--- config.mk ---
export PLATFORM = sky130hd
export DESIGN_NAME = fetch_unit
export DESIGN_NICKNAME = d
export VERILOG_FILES = /design/src/rtl/fetch_unit.sv
export SDC_FILE = /design/constraint.sdc
export NUM_CORES = 1
export LEC_CHECK = 0
export CORE_ASPECT_RATIO = 1.75
export CORE_MARGIN = 8
export CORE_UTILIZATION = 45
export DETAILED_ROUTE_END_ITERATION = 10
export HOLD_SLACK_MARGIN = 0.02
export PLACE_DENSITY = 0.94
export SYNTH_ARGS = -nofsm -noshare
export SYNTH_HDL_FRONTEND = slang
export SYNTH_SLANG_ARGS = --single-unit
--- constraint.sdc ---
create_clock -name clk -period 3.6 [get_ports clk]
set_input_delay 0.54 -clock clk [delete_from_list [all_inputs] [get_ports clk]]
set_output_delay 0.54 -clock clk [all_outputs]
set_load 0.03 [all_outputs]
--- src/rtl/fetch_unit.sv ---
// Instruction-fetch controller: drives the PC register, issues one memory request
// per instruction and buffers the returned word in a single-entry IF/ID register.
module fetch_unit #(
  parameter int unsigned n = 32
) (
  input  logic          clk,
  input  logic          rst,
  input  logic [n-1:0]  pc_q,
  output logic [n-1:0]  pc_d,
  output logic          pc_load,
  input  logic          redirect,
  input  logic [n-1:0]  redirect_target,
  output logic          mem_req,
  output logic [n-1:0]  mem_addr,
  input  logic          mem_ready,
  input  logic [31:0]   mem_rdata,
  output logic          id_valid,
  input  logic          id_ready,
  output logic [31:0]   id_inst,
  output logic [n-1:0]  id_pc
);

  localparam logic [31:0] NopInst = 32'h0000_0013;

  typedef enum logic [1:0] {
    IDLE  = 2'd0,
    FETCH = 2'd1,
    HOLD  = 2'd2,
    DROP  = 2'd3
  } state_e;

  state_e        state_q, state_d;
  logic          id_valid_q, id_valid_d;
  logic [31:0]   id_inst_q, id_inst_d;
  logic [n-1:0]  id_pc_q, id_pc_d;
  logic [n-1:0]  drop_addr_q, drop_addr_d;

  // Next PC: word-aligned redirect target, else sequential.
  assign pc_d = redirect ? {redirect_target[n-1:2], 2'b00} : pc_q + n'(4);

  assign id_valid = id_valid_q;
  assign id_inst  = id_inst_q;
  assign id_pc    = id_pc_q;

  // Next-state and request/PC-load generation; redirect always wins.
  always_comb begin
    state_d     = state_q;
    id_valid_d  = id_valid_q;
    id_inst_d   = id_inst_q;
    id_pc_d     = id_pc_q;
    drop_addr_d = drop_addr_q;
    pc_load     = 1'b0;
    mem_req     = 1'b0;
    mem_addr    = pc_q;

    case (state_q)
      IDLE: begin
        pc_load = redirect;
        state_d = FETCH;
      end
      FETCH: begin
        mem_req = 1'b1;
        if (redirect) begin
          pc_load = 1'b1;
          if (!mem_ready) begin
            drop_addr_d = pc_q;
            state_d     = DROP;
          end
        end else if (mem_ready) begin
          id_inst_d  = mem_rdata;
          id_pc_d    = pc_q;
          id_valid_d = 1'b1;
          pc_load    = 1'b1;
          state_d    = HOLD;
        end
      end
      HOLD: begin
        if (redirect) begin
          id_valid_d = 1'b0;
          pc_load    = 1'b1;
          state_d    = FETCH;
        end else if (id_ready) begin
          id_valid_d = 1'b0;
          state_d    = FETCH;
        end
      end
      DROP: begin
        // Abandoned request stays on the bus until memory completes it.
        mem_req  = 1'b1;
        mem_addr = drop_addr_q;
        pc_load  = redirect;
        if (mem_ready) state_d = FETCH;
      end
      default: state_d = IDLE;
    endcase

    if (!rst) pc_load = 1'b0;
  end

  always_ff @(posedge clk) begin
    if (!rst) begin
      state_q     <= IDLE;
      id_valid_q  <= 1'b0;
      id_inst_q   <= NopInst;
      id_pc_q     <= '0;
      drop_addr_q <= '0;
    end else begin
      state_q     <= state_d;
      id_valid_q  <= id_valid_d;
      id_inst_q   <= id_inst_d;
      id_pc_q     <= id_pc_d;
      drop_addr_q <= drop_addr_d;
    end
  end

endmodule

==> results.toml <==
[status]
status = "completed"

[setup_path]
path_cells = "clkdlybuf4s50_1 > buf_4 > nand3_1 > or4_1 > buf_4 > or4_1 > a31oi_1 > buf_4"
cp_data_required_time_ns = 3.06
path_max_fanout = 19
path_class = "in -> out"
cp.arrival_ns = 2.86
r2r_slack_ns = 1.61
regToRegEndpoint = "id_inst[14]"
cp_num_cells = 8
cp_common_cell = "buf_4"
reg2reg_from = "state_q[0]"
slowest_stage = "clkdlybuf4s50_1"
crit_family = "buffers and inverters"
worst_setup_path_start_kind = "input port"
reg2reg_depth = 5
end_kind = "output port"
critPathMaxStageDelay_ns = 0.52
crit_buf_inv = 4

[sta]
relSlewSlack_pct = 48.9
tns_ns = 0
setup_ws_ns = 0.205
setup_viol = 0
hold_viol = 0
fmax_mhz = 295
skew_ns = 0.0117
slew_viol_final = 0
period_minus_slack_ns = 3.40
worst_slew_pin_slew_ns = 0.764
rsz0062_at_grt = "no"
post-route-period-util_pct = 94.3

[floorplanning]
dieHeight_um = 157
initial_core_util_pct = 46.1
num_rows = 51
ios = 232
core_area_um2 = 11100
die_area_um2 = 15200
die_w_um = 96.7

[layout]
multi_input_area_um2 = 2830
drive_gt1_share_pct = 13.5
area_growth_pct = 53.9
post-route-util_pct = 71.0
antenna_cells = 0
fin_nets = 976
seq_area_um2 = 1980
nFillCells = 837
mostFrequentLayoutCell = "nand2_1"
final_cell_mix = "nand2_1, clkdlybuf4s50_1, dfxtp_1"

[synth]
netlist_top_cells_area = "dfxtp_1, nand2_1, a21boi_0"
netlist_instances = 650
synth_cell_types = 45
synth_edf_count = 0
seq_area_frac_synth_pct = 38.7
netlist.top_cell.by_area = "dfxtp_1"
avgSynthCellArea_um2 = 7.88
syn_nets = 752
synth_area_um2 = 5120
yosysTopAreaCellShare_pct = 38.7
yosys_warnings = 0
ys.flop_type = "dfxtp_1"
async_flop_share_pct = 0
ys_ff_latch = 99

[detailed_routing]
num_vias = 5400
drc = 0
dr.pass1.iters = 4
drt.antenna.violating_nets = 0
wirelength_mm = 17.9
dr.first_iter.drc_count = 262
routedWlPerCell_um = 17.7
avgViaCountPerCell = 5.34

[power_and_ir_drop]
p_sw_uw = 834
p_clk_share_pct = 33.2
power.internal_mw = 1.94
p_sw_share_pct = 30.0
comb_power_share_pct = 25.4
powerDensity_nw_per_um2 = 352
ir_drop_uv = 354
power_leakage_nw = 2.81
seqPwrFrac_pct = 41.5

[clock_network]
clock_sink_count = 99
cts_tree = "done"
cts_buffers = 9
cts_resized = 0
clk_pin_slew_ns = 0.07
cts.path.max_buffers = 2
clk_latency_ns = 0.34
root_buffer = "clkbuf_16"
htree_levels = 3
cts_setup_buffers = 0
holdBufCountCts = 0

[min_path]
hp-start = "id_inst[30]"
hp-class = "reg -> reg"
min_to = "id_inst[30]"
holdPathStages = 2

[global_routing]
grt_use_met3_pct = 7.24
grt_pass1_vias = 5294
grt_use_met1_pct = 21.3
grt_use_met2_pct = 40.2
globalRouteTotalUtil_pct = 22.2
grt_max_degree = 53
overflow = 0
antenna_found_initial = 0
grt_pass1_wl_mm = 27.5
busiest_layer = "met2"

[placement]
hpwl_mm = 13.7
gp_congestion = 0.837
place_worst_setup_slack_ns = 0.0451
io_buffers = 229

[job]
maxCapViolations = 0
[metrics by stage]
| step | total power, mW | hold WS [ns] | std cells | instance area, um2 |
|---|---|---|---|---|
| 2_1_floorplan | 1.53 | 0.441 | 650 | 5120 |
| 3_3_place_gp | 1.87 | 0.447 | 995 | 7600 |
| 3_5_place_dp | 1.88 | 0.458 | 995 | 7600 |
| 4_1_cts | 2.80 | 0.468 | 1011 | 7880 |
| 5_1_grt | 2.89 | 0.479 | 1011 | 7890 |
| 6_report | 2.78 | 0.463 | 1011 | 7890 |
[logic make-up after synthesis]
kind of cell | synth area share, %
and+or+nand+nor | 25.7
AOI/OAI and AO/OA | 20.0
DFF | 38.7
buffers and inverters | 6.28
muxes | 7.25
xor gates and xnor gates | 1.88
adders and majority gates | 0.244
[flip-flops by register name, indices dropped and copies added (netlist names)]
register / flops
drop_addr_q: 32
id_inst: 32
id_pc: 32
state_q: 2
id_valid: 1
[cells in the mapped netlist, types with 6 or more instances]
library cell / n
nand2_1: 215
dfxtp_1: 99
a21boi_0: 94
clkbuf_1: 40
mux2_2: 33
nor2_1: 19
o21ai_0: 17
nand3_1: 15
a31oi_1: 14
or4_1: 14
o31ai_1: 12
xnor2_1: 9
nor2b_1: 7
nand4_1: 6
[per-layer routing]
metal	wire [um]	share of wire, %
met1	6420	36
met2	9290	52
met3	1220	6.8
met4	934	5.2
met5	0	0
[power by group through the flow]
stage               combinational [mW]  clock, mW  sequential (mW)
CTS                              0.709      0.944             1.15
global placement                 0.697          0             1.17
detailed placement               0.706          0             1.18
finish                           0.704      0.920             1.15
floorplan                        0.309          0             1.22
global route                     0.745      0.992             1.16
[cell type report]
class	count	area share [%]
Inverter	4	0.190
Clock inverter	6	0.714
Multi-Input combinational cell	488	35.8
Tap cell	132	2.09
Clock buffer	10	2.90
Sequential cell	99	25.1
Timing Repair Buffer	272	33.1
[worst min-delay path, cell delays in order, from the launching register on]
cell and delay (ns):
dfxtp_1 0.31, nand2_1 0.04, a21boi_0 0.06
[worst max-delay path by stage]
stage	start	slack [ns]	to
floorplan	pc_q[13]	0.54	pc_d[29]
global placement	pc_q[2]	0.06	pc_d[24]
detailed placement	pc_q[2]	0.05	pc_d[24]
CTS	pc_q[2]	0.05	pc_d[24]
global route	pc_q[6]	0.08	pc_d[31]
finish	pc_q[6]	0.20	pc_d[31]
No activity file was read; power rests on OpenSTA's default activity.
